$ cat src/rtl/reaction_timer_mp_if.sv
// Port bundle for reaction_timer_mp: round control and player inputs in, round status, results and display scan out.
// master drives start/user_trigger/random_delay; slave is the timer itself.
interface reaction_timer_mp_if #(
  parameter int N_PLAYERS = 2,
  parameter int N_DIGITS  = 4
);
  localparam int DSW = (N_DIGITS > 1) ? $clog2(N_DIGITS) : 1;

  logic                            start;
  logic [N_PLAYERS-1:0]            user_trigger;
  logic [15:0]                     random_delay;
  logic                            react;
  logic [2:0]                      state_o;
  logic [N_PLAYERS*N_DIGITS*4-1:0] times;
  logic [N_PLAYERS-1:0]            done;
  logic [N_PLAYERS-1:0]            false_start;
  logic                            timeout;
  logic [2:0]                      winner;
  logic [N_DIGITS*4-1:0]           best_time;
  logic [DSW-1:0]                  digit_sel;
  logic [2:0]                      player_sel;
  logic [3:0]                      digit_out;

  modport master (
    output start, user_trigger, random_delay,
    input  react, state_o, times, done, false_start, timeout, winner, best_time,
           digit_sel, player_sel, digit_out
  );

  modport slave (
    input  start, user_trigger, random_delay,
    output react, state_o, times, done, false_start, timeout, winner, best_time,
           digit_sel, player_sel, digit_out
  );
endinterface

$ cat src/rtl/reaction_timer_mp.sv
// Multi-player reaction timer: random arm delay, per-player BCD ms latch, winner/best tracking, display scan.
// All results register on the edge after the causing input; inputs are levels, so there is no backpressure.
module reaction_timer_mp #(
  parameter int N_PLAYERS   = 2,
  parameter int N_DIGITS    = 4,
  parameter int CLK_PER_MS  = 50000,
  parameter int DELAY_SCALE = 4
) (
  input logic                clk,
  input logic                rst,
  reaction_timer_mp_if.slave bus
);
  localparam int              TW      = N_DIGITS * 4;
  localparam int              DSW     = (N_DIGITS > 1) ? $clog2(N_DIGITS) : 1;
  localparam int              PW      = $clog2(CLK_PER_MS);
  localparam logic [PW-1:0]   PRE_MAX = PW'(CLK_PER_MS - 1);
  localparam logic [TW-1:0]   ALL9    = {N_DIGITS{4'h9}};

  localparam logic [2:0] S_IDLE  = 3'd0;
  localparam logic [2:0] S_WAIT  = 3'd1;
  localparam logic [2:0] S_REACT = 3'd2;
  localparam logic [2:0] S_SHOW  = 3'd3;
  localparam logic [2:0] S_FOUL  = 3'd4;

  logic [2:0]              state;
  logic [31:0]             dly;
  logic [PW-1:0]           pre;
  logic [TW-1:0]           ms, ms_inc;
  logic                    ms_full, carry;
  logic [N_PLAYERS*TW-1:0] times_r, nxt_times;
  logic [N_PLAYERS-1:0]    done_r, nxt_done, hit, false_start_r;
  logic                    timeout_r;
  logic [2:0]              winner_r, nxt_win;
  logic [TW-1:0]           best_r, win_time;
  logic                    win_any;
  logic [DSW-1:0]          digit_sel_r;
  logic [2:0]              player_sel_r;
  logic [3:0]              digit_out_r, scan_digit;

  assign ms_full = (ms == ALL9);
  assign hit     = (state == S_REACT) ? (bus.user_trigger & ~done_r) : '0;

  always_comb begin
    ms_inc = ms;
    carry  = 1'b1;
    for (int d = 0; d < N_DIGITS; d++) begin
      if (carry) begin
        if (ms[d*4 +: 4] == 4'd9) begin
          ms_inc[d*4 +: 4] = 4'd0;
        end else begin
          ms_inc[d*4 +: 4] = ms[d*4 +: 4] + 4'd1;
          carry            = 1'b0;
        end
      end
    end
  end

  // Times and winner as they will stand after this edge, so SHOW entry sees this cycle's latches.
  always_comb begin
    nxt_done  = done_r | hit;
    nxt_times = times_r;
    for (int p = 0; p < N_PLAYERS; p++) begin
      if (hit[p])
        nxt_times[p*TW +: TW] = ms;
      else if (ms_full && !nxt_done[p])
        nxt_times[p*TW +: TW] = ALL9;
    end
    nxt_win  = 3'd0;
    win_time = ALL9;
    win_any  = 1'b0;
    for (int p = 0; p < N_PLAYERS; p++) begin
      if (nxt_done[p] && (!win_any || nxt_times[p*TW +: TW] < win_time)) begin
        nxt_win  = 3'(p);
        win_time = nxt_times[p*TW +: TW];
        win_any  = 1'b1;
      end
    end
  end

  always_comb begin
    scan_digit = 4'd0;
    for (int p = 0; p < N_PLAYERS; p++)
      for (int d = 0; d < N_DIGITS; d++)
        if (player_sel_r == 3'(p) && digit_sel_r == DSW'(d))
          scan_digit = times_r[(p*N_DIGITS + d)*4 +: 4];
  end

  always_ff @(posedge clk) begin
    if (rst) begin
      state         <= S_IDLE;
      dly           <= '0;
      pre           <= '0;
      ms            <= '0;
      times_r       <= '0;
      done_r        <= '0;
      false_start_r <= '0;
      timeout_r     <= 1'b0;
      winner_r      <= 3'd0;
      best_r        <= ALL9;
      digit_sel_r   <= '0;
      player_sel_r  <= 3'd0;
      digit_out_r   <= 4'd0;
    end else begin
      case (state)
        S_WAIT: begin
          if (|bus.user_trigger) begin
            state         <= S_FOUL;
            false_start_r <= bus.user_trigger;
          end else if (dly == 32'd0) begin
            state <= S_REACT;
            pre   <= '0;
            ms    <= '0;
          end else begin
            dly <= dly - 32'd1;
          end
        end
        S_REACT: begin
          times_r <= nxt_times;
          done_r  <= nxt_done;
          if (pre == PRE_MAX) begin
            pre <= '0;
            if (!ms_full) ms <= ms_inc;
          end else begin
            pre <= pre + 1'b1;
          end
          if ((&nxt_done) || ms_full) begin
            state        <= S_SHOW;
            timeout_r    <= ~&nxt_done;
            winner_r     <= nxt_win;
            if (win_any && win_time < best_r) best_r <= win_time;
            digit_sel_r  <= '0;
            player_sel_r <= 3'd0;
            digit_out_r  <= 4'd0;
          end
        end
        default: begin
          if (bus.start) begin
            state         <= S_WAIT;
            dly           <= 32'(bus.random_delay) * 32'(DELAY_SCALE);
            times_r       <= '0;
            done_r        <= '0;
            false_start_r <= '0;
            timeout_r     <= 1'b0;
            digit_sel_r   <= '0;
            player_sel_r  <= 3'd0;
            digit_out_r   <= 4'd0;
          end else if (state == S_SHOW) begin
            digit_out_r <= scan_digit;
            if (digit_sel_r == DSW'(N_DIGITS - 1)) begin
              digit_sel_r  <= '0;
              player_sel_r <= (player_sel_r == 3'(N_PLAYERS - 1)) ? 3'd0 : player_sel_r + 3'd1;
            end else begin
              digit_sel_r <= digit_sel_r + 1'b1;
            end
          end
        end
      endcase
    end
  end

  assign bus.react       = (state == S_REACT);
  assign bus.state_o     = state;
  assign bus.times       = times_r;
  assign bus.done        = done_r;
  assign bus.false_start = false_start_r;
  assign bus.timeout     = timeout_r;
  assign bus.winner      = winner_r;
  assign bus.best_time   = best_r;
  assign bus.digit_sel   = digit_sel_r;
  assign bus.player_sel  = player_sel_r;
  assign bus.digit_out   = digit_out_r;
endmodule

$ cat src/flat_wrapper.sv
// flat-port wrapper written by rule: the top's interface ports become plain ports
module reaction_timer_mp_flat 
#(
  parameter int N_PLAYERS   = 2,
  parameter int N_DIGITS    = 4,
  parameter int CLK_PER_MS  = 50000,
  parameter int DELAY_SCALE = 4
)
  (clk, rst, bus_start, bus_user_trigger, bus_random_delay, bus_react, bus_state_o, bus_times, bus_done, bus_false_start, bus_timeout, bus_winner, bus_best_time, bus_digit_sel, bus_player_sel, bus_digit_out);
  reaction_timer_mp_if #(.N_PLAYERS(N_PLAYERS), .N_DIGITS(N_DIGITS)) bus_i ();
  input logic clk;
  input logic rst;
  input wire logic [$bits(bus_i.start)-1:0] bus_start;
  input wire logic [$bits(bus_i.user_trigger)-1:0] bus_user_trigger;
  input wire logic [$bits(bus_i.random_delay)-1:0] bus_random_delay;
  output wire logic [$bits(bus_i.react)-1:0] bus_react;
  output wire logic [$bits(bus_i.state_o)-1:0] bus_state_o;
  output wire logic [$bits(bus_i.times)-1:0] bus_times;
  output wire logic [$bits(bus_i.done)-1:0] bus_done;
  output wire logic [$bits(bus_i.false_start)-1:0] bus_false_start;
  output wire logic [$bits(bus_i.timeout)-1:0] bus_timeout;
  output wire logic [$bits(bus_i.winner)-1:0] bus_winner;
  output wire logic [$bits(bus_i.best_time)-1:0] bus_best_time;
  output wire logic [$bits(bus_i.digit_sel)-1:0] bus_digit_sel;
  output wire logic [$bits(bus_i.player_sel)-1:0] bus_player_sel;
  output wire logic [$bits(bus_i.digit_out)-1:0] bus_digit_out;
  assign bus_i.start = bus_start;
  assign bus_i.user_trigger = bus_user_trigger;
  assign bus_i.random_delay = bus_random_delay;
  assign bus_react = bus_i.react;
  assign bus_state_o = bus_i.state_o;
  assign bus_times = bus_i.times;
  assign bus_done = bus_i.done;
  assign bus_false_start = bus_i.false_start;
  assign bus_timeout = bus_i.timeout;
  assign bus_winner = bus_i.winner;
  assign bus_best_time = bus_i.best_time;
  assign bus_digit_sel = bus_i.digit_sel;
  assign bus_player_sel = bus_i.player_sel;
  assign bus_digit_out = bus_i.digit_out;
  reaction_timer_mp #(.N_PLAYERS(N_PLAYERS), .N_DIGITS(N_DIGITS), .CLK_PER_MS(CLK_PER_MS), .DELAY_SCALE(DELAY_SCALE)) u_core (.clk(clk), .rst(rst), .bus(bus_i));
endmodule
$ cat config.mk
export PLATFORM = sky130hd
export DESIGN_NAME = reaction_timer_mp_flat
export DESIGN_NICKNAME = d
export VERILOG_FILES = /design/src/rtl/reaction_timer_mp_if.sv /design/src/rtl/reaction_timer_mp.sv /design/src/flat_wrapper.sv
export SDC_FILE = /design/constraint.sdc
export NUM_CORES = 1
export LEC_CHECK = 0
export CAP_MARGIN = 30
export CORE_UTILIZATION = 40
export CTS_BUF_LIST = sky130_fd_sc_hd__clkbuf_8
export DETAILED_ROUTE_END_ITERATION = 10
export PLACE_DENSITY_LB_ADDON = 0.08
export SLEW_MARGIN = 40
export SYNTH_ARGS = -nofsm -noshare
export SYNTH_HDL_FRONTEND = slang
export SYNTH_SLANG_ARGS = --single-unit
$ cat constraint.sdc
create_clock -name clk -period 7.1 [get_ports clk]
set_input_delay 1.42 -clock clk [delete_from_list [all_inputs] [get_ports clk]]
set_output_delay 1.42 -clock clk [all_outputs]
set_load 0.01 [all_outputs]
### After elaboration in Yosys (flattened, before gate mapping)

Cells that the tools add are included.

| storage, ports and cells | value |
|---|---|
| register bits after elaboration | 132 |
| bits in read-only memories | 0 |
| bits in writable memories | 0 |
| output and inout bits | 69 |
| input bits | 21 |
| word-level logic and storage cells | 168 |
| latch bits | 0 |
| memories | 0 |

| operators by class | value |
|---|---|
| multiplexer cells | 70 |
| reduce and logical (&&, ||, !) cells | 43 |
| divide/modulo/power cells | 0 |
| shift operators | 0 |
| eq/ne operators | 24 |
| magnitude comparators | 2 |
| $mul | 0 |
| bitwise logic cells | 5 |
| add/sub/neg operators | 8 |

Operators with widths:

| cell | count |
|---|---|
| $mux 16 | 11 |
| $mux 32 | 4 |
| $pmux 32 s2 | 2 |
| $mux 4 | 18 |
| $pmux 16 s2 | 2 |
| $eq 16x16->1 const B | 2 |
| $logic_not 32->1 | 1 |
| $lt 16x16->1 | 2 |
| $sub 32x1->32 const B | 1 |
| $mux 3 | 9 |
| $reduce_and 3->1 | 6 |
| $reduce_and 6->1 | 3 |
| $add 16x1->16 const B | 1 |
| $add 4x1->4 const B | 4 |
| $eq 4x4->1 const B | 4 |
| $mux 2 | 7 |
| $ne 2x1->1 const B | 7 |
| $logic_and 1x1->1 | 12 |
| $pmux 2 s2 | 3 |
| $pmux 3 s2 | 2 |
| $mux 1 | 10 |
| $reduce_bool 3->1 | 3 |
| $pmux 4 s2 | 1 |
| $reduce_and 4->1 | 2 |
| 21 further kinds | 35 |

### Longest topological paths before layout

| depth | value |
|---|---|
| depth after elaboration | 16 |
| mapped depth | 28 |
| mapped depth without buffers | 25 |

### Worst setup path before layout

No wires, ideal clock.

| path | value |
|---|---|
| kind | input -> register |
| start point | input bus_user_trigger[1] |
| end point | register u_core.best_r[4] (netlist: u_core.bus.best_time[4]) |
| buffers on the path | 3 |
| library setup time | 0.125 ns |
| arrival | 6.140 ns |
| data required time | 6.975 ns |
| slack | 0.834 ns |
| stages | 24 |
| cell sequence | clkbuf_1 -> and3_1 -> buf_4 -> a21oi_1 -> nand2_1 -> o21ai_0 -> ha_1 -> a21o_1 -> a21o_1 -> a221o_1 -> a21oi_1 -> and2_1 -> o21a_1 -> buf_2 -> mux2i_1 -> ha_1 -> a21o_1 -> a21o_1 -> a21oi_1 -> or3_1 -> o2111ai_1 -> a211oi_4 -> nor2_2 -> o41a_1 |

| between the ends | value |
|---|---|
| longest elaborated chain between the ends | 14 |
| elaborated cells on any way between the ends | 17 |
| classes of those cells | order compare: 2; mux: 5; bitwise: 2; reduce/logical: 8 |

Ends and longest elaborated chain:

| what | line | RTL |
|---|---|---|
| start, declared | flat_wrapper.sv:14 | `input wire logic [$bits(bus_i.user_trigger)-1:0] bus_user_trigger;` |
| $and 2x2->2 * | reaction_timer_mp.sv:41 | `assign hit = (state == S_REACT) ? (bus.user_trigger & ~done_r) : '0;` |
| $mux 2 * | reaction_timer_mp.sv:41 |  |
| $or 2x2->2 | reaction_timer_mp.sv:60 | `nxt_done = done_r \| hit;` |
| $logic_not 1->1 | reaction_timer_mp.sv:65 | `else if (ms_full && !nxt_done[p])` |
| $logic_and 1x1->1 | reaction_timer_mp.sv:65 |  |
| $mux 16 | reaction_timer_mp.sv:65 |  |
| $mux 16 | reaction_timer_mp.sv:63 | `if (hit[p])` |
| $lt 16x16->1 | reaction_timer_mp.sv:72 | `if (nxt_done[p] && (!win_any \|\| nxt_times[p*TW +: TW] < win_time)) begin` |
| $logic_or 1x1->1 | reaction_timer_mp.sv:72 |  |
| $logic_and 1x1->1 | reaction_timer_mp.sv:72 |  |
| $mux 16 * | reaction_timer_mp.sv:72 |  |
| net u_core.win_time[5] | reaction_timer_mp.sv:34 | `logic [TW-1:0] best_r, win_time;` |
| $lt 16x16->1 * | reaction_timer_mp.sv:130 | `if (win_any && win_time < best_r) best_r <= win_time;` |
| $logic_and 1x1->1 * | reaction_timer_mp.sv:130 |  |
| $reduce_and 3->1 (no source line) * | -- |  |
| end signal, assigned | reaction_timer_mp.sv:130 |  |
| end, declared | reaction_timer_mp.sv:34 |  |

The timed path passes the listed nets; every way through them passes the cells marked *.
A chain may end at the register's enable or synchronous reset.

### Final worst setup path

| path | value |
|---|---|
| start point | input bus_user_trigger[1] |
| end point | register u_core.best_r[5] (netlist: u_core.bus.best_time[5]) |

The elaborated chain is that of the path after synthesis.

==> impl_metrics.json <==
{
  "hold_viol_final": 0,
  "overflow": 0,
  "end_kind": "flip-flop",
  "antenna_found_initial": 0,
  "crit_end": "u_core.bus.best_time[5]",
  "port-buffer-count": 87,
  "async_reset_ff_frac": 0,
  "drv_slew": 0,
  "finalSetupViolCount": 0,
  "critPathMaxFanout": 11,
  "place_area_mm2": 0.008698,
  "final_util": 0.4982,
  "reg2reg_from": "u_core.ms[5]",
  "die_area_mm2": 0.01950,
  "firstDrtPassIters": 5,
  "initial_utilization": 0.4148,
  "p_seq_frac": 0.346,
  "slew-limit-headroom": 0.5041,
  "fillers": 1829,
  "fp.dieH_um": 139.6,
  "place_ws_ns": 0.05254,
  "gp_congestion": 0.9465,
  "syn_area_mm2": 0.007579,
  "arrival_ns": 7.08,
  "critical_path_depth": 22,
  "cp_slowest_stage_delay_ns": 0.51,
  "synth_edf_count": 0,
  "synth_top_flop_cell": "dfxtp_1",
  "cp_cell_sequence": "clkdlybuf4s50_1 -> and3_1 -> a21oi_1 -> nand2_1 -> o21ai_0 -> ha_1 -> a21o_1 -> a21o_1 -> a221o_1 -> a21oi_1 -> and2_1 -> o21a_1 -> buf_4 -> mux2i_1 -> ha_1 -> a21o_1 -> a21oi_1 -> or3_1 -> o2111ai_1 -> a211o_1 -> nand2_2 -> a31o_1",
  "tns_ns": 0,
  "ys_seq_elements": 130,
  "leakage_nw": 3.329,
  "netlist_instances": 960,
  "n_antenna_cell": 0,
  "cts_root_buf": "clkbuf_8",
  "drt_iter0_markers": 443,
  "dp_hpwl_mm": 16.54,
  "drive_above_1_share": 0.07177,
  "critPathLaunchType": "primary input",
  "hold_path_class": "reg -> reg",
  "r2r_end": "u_core.bus.best_time[5]",
  "pwr-share-clk": 0.272,
  "max_clock_freq_ghz": 0.1495,
  "fin_crit_ns": 6.689,
  "finalCritPeriodShare": 0.9421,
  "drcViolationCount": 0,
  "routed-via-count": 7431,
  "fin_hold_ws_ns": 0.4556,
  "drtAntennaViolNets": 0,
  "area.growth.synth_to_final_pct": 20.09,
  "ir_drop_mv": 0.1345,
  "syn_avg_cell_area_um2": 7.894,
  "hp-start": "u_core.dly[20]",
  "fin_nets": 1098,
  "fp.coreArea_mm2": 0.01827,
  "grt_pass1_wl_mm": 36.49,
  "crit_slowest_cell": "clkdlybuf4s50_1",
  "p_int_mw": 1.481,
  "worstMarginPinSlew_ns": 0.7377,
  "track_usage": 0.2364,
  "status": "complete, no violations",
  "required_ns": 7.49,
  "io_pins": 90,
  "crit_type": "in -> reg",
  "fin_ws_ns": 0.4112,
  "cap_violations": 0,
  "critPathLaunch": "bus_user_trigger[1]",
  "holdPathStages": 2,
  "clk_pin_slew_ns": 0.08,
  "p_sw_frac": 0.3974,
  "ctsHoldBuffers": 0,
  "cts_buffers": 17,
  "grt_setup_unrepaired": "false",
  "grt_pass1_vias": 6760,
  "crit_family": "compound AO/OA/AOI/OAI gates",
  "p_per_area_mw_per_mm2": 270.0,
  "p_comb_frac": 0.383,
  "via_per_inst": 5.833,
  "stdcell_area_mm2": 0.009101,
  "worst-r2r-cell-count": 25,
  "yosysWarnings": 0,
  "grt_max_degree": 60,
  "clkSinkCount": 130,
  "clockBufferDepth": 2,
  "htreeDepth": 4,
  "routed_wl_mm": 22.78,
  "critPathBufInv": 2,
  "rows": 49,
  "r2r_slack_ns": 0.52,
  "p_switching_uw": 976.7,
  "postCtsSetupBuffers": 0,
  "wl_per_cell_um": 17.88,
  "skew_ns": 0.007924,
  "cts_resized": 0,
  "synth.distinct_cells": 73,
  "cts_tree": "done",
  "insertion_delay_ns": 0.45,
  "fp.dieW_um": 139.6,
  "ys_seq_area_frac": 0.3434
}
sequential cells by signal (all words and copies together), names as in the netlist:
signal and flops:
u_core.ms 16, u_core.pre 16, u_core.bus.digit_sel 2, u_core.bus.false_start 2
u_core.bus.best_time 16, u_core.bus.times 32, u_core.bus.winner 1, u_core.bus.timeout 1
u_core.bus.done 2, u_core.bus.digit_out 4, u_core.bus.player_sel 3, u_core.bus.state_o 3
u_core.dly 32
per-layer routing:
metal / share of wire / up-vias / track usage
met2: 0.46 / 186 / 0.3840
li1: - / 3669 / -
met4: 0.015 / 0 / 0.07172
met1: 0.48 / 3550 / 0.3197
met5: 0 / - / 0
met3: 0.040 / 26 / 0.03992
cells in the mapped netlist, drive strengths merged (3+ instances only):
| master | n | share of area |
|---|---|---|
| o31ai | 3 | 0.0030 |
| o22a | 7 | 0.0081 |
| inv | 42 | 0.021 |
| clkbuf | 46 | 0.023 |
| a31o | 9 | 0.010 |
| o22ai | 12 | 0.0099 |
| dfxtp | 130 | 0.34 |
| a2111oi | 6 | 0.0071 |
| a21o | 10 | 0.0099 |
| nor3b | 3 | 0.0030 |
| nand2b | 5 | 0.0041 |
| nand3b | 12 | 0.012 |
| nor2 | 130 | 0.065 |
| ha | 44 | 0.073 |
| buf | 9 | 0.0071 |
| and2 | 7 | 0.0058 |
| mux2i | 11 | 0.015 |
| nand3 | 19 | 0.013 |
| a21oi | 96 | 0.064 |
| o21a | 5 | 0.0050 |
| or2 | 8 | 0.0066 |
| o32ai | 3 | 0.0035 |
| o21ai | 52 | 0.035 |
| and3 | 6 | 0.0050 |
| o41a | 3 | 0.0045 |
| a22oi | 39 | 0.039 |
| nor4 | 17 | 0.016 |
| xor2 | 15 | 0.017 |
| a31oi | 6 | 0.0050 |
| nand4 | 22 | 0.018 |
| or4 | 5 | 0.0050 |
| nor3 | 24 | 0.016 |
| nand2 | 63 | 0.032 |
| a22o | 5 | 0.0058 |
| a211o | 5 | 0.0058 |
| xnor2 | 14 | 0.016 |
| and4 | 3 | 0.0035 |
| or3 | 19 | 0.016 |
| a211oi | 19 | 0.020 |
worst register-to-register path: cells and delay by family (launching register included):
family,cells,cell delay (ns)
AOI/OAI and AO/OA,11,3.11
and+or+nand+nor,9,2.07
adders and majority gates,3,0.54
buffers and inverters,2,0.41
DFF,1,0.40
per-stage QoR:
step	cells	total power, mW
floorplan	961	1.516
global placement	1243	1.793
detailed placement	1243	1.795
CTS	1274	2.464
global route	1274	2.623
finish	1274	2.457
power groups by stage:
| stage | Combinational (mW) | Sequential, mW | Clock [mW] |
|---|---|---|---|
| after floorplan | 0.664 | 0.852 | 0 |
| after global placement | 0.929 | 0.864 | 0 |
| after detailed placement | 0.932 | 0.863 | 0 |
| after CTS | 0.936 | 0.847 | 0.680 |
| after global routing | 1.05 | 0.857 | 0.714 |
| final | 0.940 | 0.849 | 0.668 |
logic make-up after synthesis:
kind of cell | Yosys count | synth area share
AO/OA/AOI/OAI | 291 | 0.2486
XOR/XNOR | 29 | 0.03352
other | 1 | 0.0004948
buffers and inverters | 99 | 0.05168
adder cells (fa/ha/maj) | 44 | 0.07264
multiplexers | 12 | 0.01602
flip-flops | 130 | 0.3434
AND/OR/NAND/NOR | 354 | 0.2336
layout by cell type (no fill, tap or decap), drive strengths merged, types with 10 or more instances in the layout:
cell type,count
dfxtp,130
nor2,130
a21oi,96
clkdlybuf4s50,86
nand2,63
o21ai,52
ha,44
inv,43
a22oi,39
nor3,24
nand4,22
buf,22
clkbuf,19
nand3,19
a211oi,19
or3,19
nor4,17
xor2,15
xnor2,14
nand3b,12
o22ai,12
mux2i,11
a21o,10
area by class of cell:
cell class / instances / area [µm²] / area share
multi-input cells: 732 / 4607 / 0.5062
flip-flops and latches: 130 / 2603 / 0.2860
repair buffers: 108 / 1039 / 0.1141
well taps: 229 / 286.5 / 0.03148
clock buffers: 19 / 261.5 / 0.02873
inverters: 44 / 165.2 / 0.01815
clock inverters: 12 / 140.1 / 0.01540
how the worst min path moves through the flow:
| stage | end | slack, ns |
|---|---|---|
| global route | u_core.dly[20] | 0.48 |
| finish | u_core.dly[20] | 0.46 |
| detailed placement | u_core.dly[20] | 0.45 |
| floorplan | u_core.dly[20] | 0.44 |
| global placement | u_core.dly[20] | 0.45 |
| CTS | u_core.dly[20] | 0.46 |
Note: power is estimated with default switching activity, not from simulation.
